$ cat config.mk
export PLATFORM = sky130hd
export DESIGN_NAME = des_dispatch_array
export DESIGN_NICKNAME = d
export VERILOG_FILES = /design/src/rtl/des_dispatch_pkg.sv /design/src/rtl/des_dispatch_slot.sv /design/src/rtl/des_dispatch_array.sv
export SDC_FILE = /design/constraint.sdc
export NUM_CORES = 2
export LEC_CHECK = 0
export BUFFER_PORTS_ARGS = -buffer_cell sky130_fd_sc_hd__buf_4
export CORE_AREA = 2 2 377 379
export CTS_BUF_LIST = sky130_fd_sc_hd__clkbuf_16
export DETAILED_ROUTE_END_ITERATION = 10
export DIE_AREA = 0 0 379 381
export PLACE_DENSITY = 0.4
export SLEW_MARGIN = 25
export SYNTH_ARGS = -nofsm -noshare
export SYNTH_HDL_FRONTEND = slang
export SYNTH_SLANG_ARGS = --single-unit
$ cat constraint.sdc
create_clock -name clk -period 3.55 [get_ports clk]
set_input_delay 0.8875 -clock clk [delete_from_list [all_inputs] [get_ports clk]]
set_output_delay 0.8875 -clock clk [all_outputs]
set_load 0.01 [all_outputs]
$ cat src/rtl/des_dispatch_pkg.sv
// des_dispatch_pkg
// Shared types and constants for the DES job dispatcher.
//   slot_state_t        : per-slot lifecycle (IDLE -> BUSY -> DONE -> IDLE)
//   BLOCK_WIDTH_DEFAULT : plaintext/key/ciphertext width
//   MAX_ENGINES         : largest supported engine count
package des_dispatch_pkg;

    typedef enum logic [1:0] {
        IDLE = 2'd0,
        BUSY = 2'd1,
        DONE = 2'd2
    } slot_state_t;

    localparam int BLOCK_WIDTH_DEFAULT = 64;
    localparam int MAX_ENGINES         = 16;

endpackage

$ cat src/rtl/des_dispatch_slot.sv
// des_dispatch_slot
// One dispatcher slot bound to one des_core. Holds the slot FSM, the job
// plaintext/key presented to the engine, the captured ciphertext and the
// one-cycle start strobe.
//
// Optional build macro: DES_DISPATCH_STATS_EN adds the spurious_done output.
//
// Ports:
//   clk, reset      : clock, synchronous active-high reset
//   accept          : job handshake targets this slot this cycle
//   retire          : result handshake targets this slot this cycle
//   done_strobe     : engine done pulse
//   plaintext, key  : job data from the input stream
//   eng_ciphertext  : engine result data
//   start_strobe    : one-cycle engine start pulse (cycle after accept)
//   eng_plaintext,
//   eng_key         : data held for the engine while the slot is in use
//   result          : captured ciphertext
//   state           : current slot state (also the debug view of the FSM)
//   spurious_done   : done pulse seen while not BUSY (stats build only)
module des_dispatch_slot
    import des_dispatch_pkg::*;
#(
    parameter int BLOCK_WIDTH = BLOCK_WIDTH_DEFAULT
) (
    input  logic                   clk,
    input  logic                   reset,
    input  logic                   accept,
    input  logic                   retire,
    input  logic                   done_strobe,
    input  logic [BLOCK_WIDTH-1:0] plaintext,
    input  logic [BLOCK_WIDTH-1:0] key,
    input  logic [BLOCK_WIDTH-1:0] eng_ciphertext,
    output logic                   start_strobe,
    output logic [BLOCK_WIDTH-1:0] eng_plaintext,
    output logic [BLOCK_WIDTH-1:0] eng_key,
    output logic [BLOCK_WIDTH-1:0] result,
    output slot_state_t            state
`ifdef DES_DISPATCH_STATS_EN
    ,
    output logic                   spurious_done
`endif
);

    slot_state_t            state_q;
    slot_state_t            state_d;
    logic                   start_q;
    logic [BLOCK_WIDTH-1:0] pt_q;
    logic [BLOCK_WIDTH-1:0] key_q;
    logic [BLOCK_WIDTH-1:0] result_q;
    logic                   take;
    logic                   capture;

    // The top only asserts accept/retire in the matching state; the gating
    // here keeps the slot self-consistent regardless.
    assign take    = accept && (state_q == IDLE);
    assign capture = done_strobe && (state_q == BUSY);

    always_comb begin
        state_d = state_q;
        case (state_q)
            IDLE:    if (accept)      state_d = BUSY;
            BUSY:    if (done_strobe) state_d = DONE;
            DONE:    if (retire)      state_d = IDLE;
            default:                  state_d = IDLE;
        endcase
    end

    always_ff @(posedge clk) begin
        if (reset) begin
            state_q  <= IDLE;
            start_q  <= 1'b0;
            pt_q     <= '0;
            key_q    <= '0;
            result_q <= '0;
        end else begin
            state_q <= state_d;
            start_q <= take;
            if (take) begin
                pt_q  <= plaintext;
                key_q <= key;
            end
            if (capture) begin
                result_q <= eng_ciphertext;
            end
        end
    end

    assign start_strobe  = start_q;
    assign eng_plaintext = pt_q;
    assign eng_key       = key_q;
    assign result        = result_q;
    assign state         = state_q;

`ifdef DES_DISPATCH_STATS_EN
    // Late strobes after reset and strobes on DONE slots are dropped.
    assign spurious_done = done_strobe && (state_q != BUSY);
`endif

endmodule

$ cat src/rtl/des_dispatch_array.sv
// des_dispatch_array
// Dispatches a single valid/ready job stream round-robin over NUM_ENGINES
// des_core engines and returns ciphertexts on a valid/ready result stream
// in job-acceptance order (round-robin collection mirrors dispatch).
//
// Handshakes: a transfer happens on a rising clk edge where valid and ready
// are both high; ready never depends on valid, and valid/data hold until
// the transfer.
//
// Optional build macro: DES_DISPATCH_STATS_EN adds saturating counters
// jobs_in_count_dout, jobs_out_count_dout, spurious_done_count_dout.
//
// Ports:
//   clk, reset                   : clock, synchronous active-high reset
//   job_valid_din/job_ready_dout : job stream handshake
//   plaintext_din, key_din       : job data
//   result_valid_dout/result_ready_din, ciphertext_dout : result stream
//   eng_start_strobe_dout        : per-engine start pulse
//   eng_plaintext_dout, eng_key_dout : per-engine data, slice i = engine i
//   eng_done_strobe_din, eng_active_din, eng_ciphertext_din : engine status
//   inflight_count_dout          : number of non-IDLE slots (registered)
module des_dispatch_array
    import des_dispatch_pkg::*;
#(
    parameter int NUM_ENGINES = 4,
    parameter int BLOCK_WIDTH = BLOCK_WIDTH_DEFAULT
) (
    input  logic                               clk,
    input  logic                               reset,
    input  logic                               job_valid_din,
    output logic                               job_ready_dout,
    input  logic [BLOCK_WIDTH-1:0]             plaintext_din,
    input  logic [BLOCK_WIDTH-1:0]             key_din,
    output logic                               result_valid_dout,
    input  logic                               result_ready_din,
    output logic [BLOCK_WIDTH-1:0]             ciphertext_dout,
    output logic [NUM_ENGINES-1:0]             eng_start_strobe_dout,
    output logic [NUM_ENGINES*BLOCK_WIDTH-1:0] eng_plaintext_dout,
    output logic [NUM_ENGINES*BLOCK_WIDTH-1:0] eng_key_dout,
    input  logic [NUM_ENGINES-1:0]             eng_done_strobe_din,
    input  logic [NUM_ENGINES-1:0]             eng_active_din,
    input  logic [NUM_ENGINES*BLOCK_WIDTH-1:0] eng_ciphertext_din,
    output logic [$clog2(NUM_ENGINES+1)-1:0]   inflight_count_dout
`ifdef DES_DISPATCH_STATS_EN
    ,
    output logic [31:0]                        jobs_in_count_dout,
    output logic [31:0]                        jobs_out_count_dout,
    output logic [15:0]                        spurious_done_count_dout
`endif
);

    localparam int PW = (NUM_ENGINES > 1) ? $clog2(NUM_ENGINES) : 1;
    localparam int CW = $clog2(NUM_ENGINES + 1);
    localparam logic [PW-1:0] LAST_IDX = PW'(NUM_ENGINES - 1);

    logic [PW-1:0]          dp;
    logic [PW-1:0]          cp;
    slot_state_t            slot_state  [NUM_ENGINES];
    logic [BLOCK_WIDTH-1:0] slot_result [NUM_ENGINES];
    logic [NUM_ENGINES-1:0] slot_accept;
    logic [NUM_ENGINES-1:0] slot_retire;
    logic                   ready_sel;
    logic                   valid_sel;
    logic [BLOCK_WIDTH-1:0] cipher_sel;
    logic                   accept;
    logic                   retire;

    // Ready/valid come only from registered slot state, so a slot released
    // this cycle cannot be re-dispatched until the next one (no bypass).
    always_comb begin
        ready_sel  = 1'b0;
        valid_sel  = 1'b0;
        cipher_sel = '0;
        for (int i = 0; i < NUM_ENGINES; i++) begin
            if (dp == PW'(i)) begin
                ready_sel = (slot_state[i] == IDLE) && !eng_active_din[i];
            end
            if (cp == PW'(i)) begin
                valid_sel  = (slot_state[i] == DONE);
                cipher_sel = slot_result[i];
            end
        end
    end

    assign job_ready_dout    = ready_sel;
    assign result_valid_dout = valid_sel;
    assign ciphertext_dout   = cipher_sel;
    assign accept            = job_valid_din && ready_sel;
    assign retire            = valid_sel && result_ready_din;

`ifdef DES_DISPATCH_STATS_EN
    logic [NUM_ENGINES-1:0] slot_spurious;
`endif

    for (genvar i = 0; i < NUM_ENGINES; i++) begin : g_slot
        assign slot_accept[i] = accept && (dp == PW'(i));
        assign slot_retire[i] = retire && (cp == PW'(i));

        des_dispatch_slot #(
            .BLOCK_WIDTH (BLOCK_WIDTH)
        ) u_slot (
            .clk            (clk),
            .reset          (reset),
            .accept         (slot_accept[i]),
            .retire         (slot_retire[i]),
            .done_strobe    (eng_done_strobe_din[i]),
            .plaintext      (plaintext_din),
            .key            (key_din),
            .eng_ciphertext (eng_ciphertext_din[i*BLOCK_WIDTH +: BLOCK_WIDTH]),
            .start_strobe   (eng_start_strobe_dout[i]),
            .eng_plaintext  (eng_plaintext_dout[i*BLOCK_WIDTH +: BLOCK_WIDTH]),
            .eng_key        (eng_key_dout[i*BLOCK_WIDTH +: BLOCK_WIDTH]),
            .result         (slot_result[i]),
            .state          (slot_state[i])
`ifdef DES_DISPATCH_STATS_EN
            ,
            .spurious_done  (slot_spurious[i])
`endif
        );
    end

    // Accept and retire may hit different slots in one cycle; they cancel.
    always_ff @(posedge clk) begin
        if (reset) begin
            dp                  <= '0;
            cp                  <= '0;
            inflight_count_dout <= '0;
        end else begin
            if (accept) begin
                dp <= (dp == LAST_IDX) ? '0 : dp + PW'(1);
            end
            if (retire) begin
                cp <= (cp == LAST_IDX) ? '0 : cp + PW'(1);
            end
            case ({accept, retire})
                2'b10:   inflight_count_dout <= inflight_count_dout + CW'(1);
                2'b01:   inflight_count_dout <= inflight_count_dout - CW'(1);
                default: inflight_count_dout <= inflight_count_dout;
            endcase
        end
    end

`ifdef DES_DISPATCH_STATS_EN
    localparam int SCW = $clog2(MAX_ENGINES + 1);

    logic [SCW-1:0] spurious_n;
    logic [16:0]    spurious_sum;

    // Several engines can strobe spuriously in the same cycle.
    always_comb begin
        spurious_n = '0;
        for (int i = 0; i < NUM_ENGINES; i++) begin
            spurious_n = spurious_n + SCW'(slot_spurious[i]);
        end
        spurious_sum = {1'b0, spurious_done_count_dout} + 17'(spurious_n);
    end

    always_ff @(posedge clk) begin
        if (reset) begin
            jobs_in_count_dout       <= '0;
            jobs_out_count_dout      <= '0;
            spurious_done_count_dout <= '0;
        end else begin
            if (accept && (jobs_in_count_dout != '1)) begin
                jobs_in_count_dout <= jobs_in_count_dout + 32'd1;
            end
            if (retire && (jobs_out_count_dout != '1)) begin
                jobs_out_count_dout <= jobs_out_count_dout + 32'd1;
            end
            spurious_done_count_dout <= spurious_sum[16] ? 16'hFFFF : spurious_sum[15:0];
        end
    end
`endif

endmodule

==> results.json <==
{
  "grt_usage_pct": 20.6,
  "fin_tns_setup_ns": 0,
  "synth_edf_count": 0,
  "syn_nets": 4147,
  "highest_layer": "met5",
  "path_clk_slew_ns": 0.06,
  "report.final.setup_viol": 0,
  "final_common_cell": "nand2_1",
  "wl_per_cell_um": 23.6,
  "final_max_slew_viol_count": 0,
  "hold_slack_ns": 0.429,
  "cts-root-buf": "clkbuf_16",
  "drt_iter0_drc": 1564,
  "cts_sinks": 787,
  "status": "finished clean",
  "dieArea_um2": 144000,
  "async_flop_share_pct": 0,
  "final_area_um2": 43700,
  "drtAntennaViolNets": 0,
  "period_needed_ns": 3.41,
  "multi_input_area_um2": 14100,
  "synthCells": 3741,
  "area_growth_pct": 40.8,
  "r2r_start": "cp[1]$_SDFFE_PP0N_",
  "period_share_pct": 96.1,
  "p_leak_nw": 17.5,
  "rsz0062_at_grt": "no",
  "grt_max_degree": 131,
  "grt_pass1_wl_um": 214000,
  "wl_met3_um": 10800,
  "place_ws_ns": 0.525,
  "drv_cap": 0,
  "synth.top_cell.area_share_pct": 50.8,
  "final_nets": 5010,
  "dp_hpwl_um": 115000,
  "drc": 0,
  "fin_util_pct": 31.1,
  "max_freq_ghz": 0.293,
  "wirelength_um": 156000,
  "dpl.cell_count": 6392,
  "via_count": 28400,
  "arrival_ns": 2.52,
  "antenna_found_initial": 31,
  "stdcell_count": 6584,
  "ys_seq_area_share_pct": 50.8,
  "hold_class": "input port to flop",
  "synth-seq-cells": 787,
  "wl_met1_um": 61200,
  "yosys-top-cells-area": "dfxtp_1 (51%), nand2_1 (14%), a21oi_1 (10%), mux2i_1 (8.4%), nand2b_1 (7.9%)",
  "gp_congestion": 0.860,
  "yosysWarnings": 0,
  "final_cell_mix": "nand2_1 (1,154), buf_4 (1,025), dfxtp_1 (785)",
  "cts_htree_levels": 3,
  "p_total_mw": 22.6,
  "overflow": 0,
  "netlist_area_um2": 31000,
  "die_x_um": 379,
  "numCtsBuffers": 96,
  "cts_tree": "built",
  "powerDensity_nw_per_um2": 518,
  "grt_pass1_vias": 27500,
  "io_buffer_count": 980,
  "insertion_delay_ns": 0.70,
  "io_pins": 981,
  "yosysTopAreaCell": "dfxtp_1",
  "cp_max_fo": 17,
  "nFillCells": 15400,
  "cp-startpoint": "cp[0]$_SDFFE_PP0N_",
  "start_util_pct": 22.1,
  "first_pass_iters": 7,
  "synth_ff_type": "dfxtp_1",
  "routed_via_density": 4.32,
  "endpoint_kind": "primary output",
  "skew_ns": 0.0359,
  "criticalPathCategory": "flop to primary output",
  "core_um2": 141000,
  "postCtsHoldBufs": 0,
  "seq_area_um2": 15800,
  "start_kind": "flop",
  "wl_met2_um": 79500,
  "die_h_um": 381,
  "clock_path_buffers": 3,
  "drive_gt1_share_pct": 25.8,
  "worst_slack_ns": 0.138,
  "rows": 138,
  "vdd_drop_max_v": 0.000348,
  "min_from": "eng_ciphertext_din[102]",
  "hold_viol": 0,
  "crit_required_ns": 2.66,
  "max_slew_margin_pct": 36.1,
  "tightest_slew_ns": 0.956,
  "synth.distinct_cells": 44,
  "placed_area_um2": 40600,
  "avgSynthCellArea_um2": 8.29
}
## path summary, 6_finish.rpt
| path | to | slack, ns | depth (start not counted) |
|---|---|---|---|
| min | g_slot[1].u_slot.result[38]$_SDFFE_PP0P_ | 0.43 | 3 |
| min reg2reg | g_slot[0].u_slot.result[44]$_SDFFE_PP0P_ | 0.45 | 2 |
| max reg2reg | inflight_count_dout[2]$_SDFFE_PP0P_ | 0.59 | 10 |
| max | ciphertext_dout[53] | 0.14 | 8 |
## state kept, by name, indices dropped and copies added (netlist names)
name and count:
g_slot.u_slot.eng_key 256, g_slot.u_slot.eng_plaintext 256, g_slot.u_slot.result 256, g_slot.u_slot.state 8
g_slot.u_slot.start_strobe 4, inflight_count_dout 3, cp 2, dp 2
## critical path, cell delays in order (launching register included)
cell	delay (ns)
dfxtp_2	0.36
inv_1	0.17
ha_4	0.23
bufbuf_16	0.33
nand3b_1	0.09
a21oi_1	0.18
a21oi_1	0.09
o21ai_0	0.21
buf_4	0.16
## cells by family after synthesis
| logic type | count (synthesis) | share of synthesized area (%) |
|---|---|---|
| multiplexers | 261 | 8.43 |
| AO/OA/AOI/OAI | 728 | 11.9 |
| AND/OR/NAND/NOR | 1651 | 24.3 |
| flip-flops | 787 | 50.8 |
| buffers and inverters | 302 | 4.13 |
| XOR/XNOR | 2 | 0.0565 |
| adder cells (fa/ha/maj) | 10 | 0.427 |
## cells in the mapped netlist (all sizes together) (2+ instances only)
library cell	instances
nand2	1155
dfxtp	787
a21oi	648
nand2b	391
mux2i	259
clkbuf	248
nand3b	67
o21ai	65
buf	49
nor2	14
ha	9
inv	5
or3b	5
nor3	4
nor3b	3
nor4b	3
a21o	2
a22o	2
a311oi	2
and3b	2
mux2	2
nor2b	2
## power by group
part	switching [mW]	internal (mW)	leakage [nW]
sequential	0.278	9.31	6.35
combinational	2.06	1.62	9.65
clock	4.17	5.21	1.53
## metal layers
layer	global-route usage, %	vias up
li1	-	14000
met1	23.4	13600
met2	36.7	732
met3	6.01	173
met4	6.53	12
met5	0	-
## timing repair
action / in CTS / in global routing
gates resized for setup: 11 / 7
pin swaps: 0 / 1
endpoints found under the setup margin: 55 / 19
gates cloned: 1 / 0
setup buffers: 1 / 1
## final cells by class
class                      count  area share, %
sequential                   787           36.1
multi-input combinational   2652           32.3
timing repair buffer        1062           19.4
clock buffer                  98           5.61
tap                         1890           5.41
clock inverter                73           1.10
antenna                       17         0.0974
inverter                       5         0.0430
Note: power is estimated with default switching activity, not from simulation.
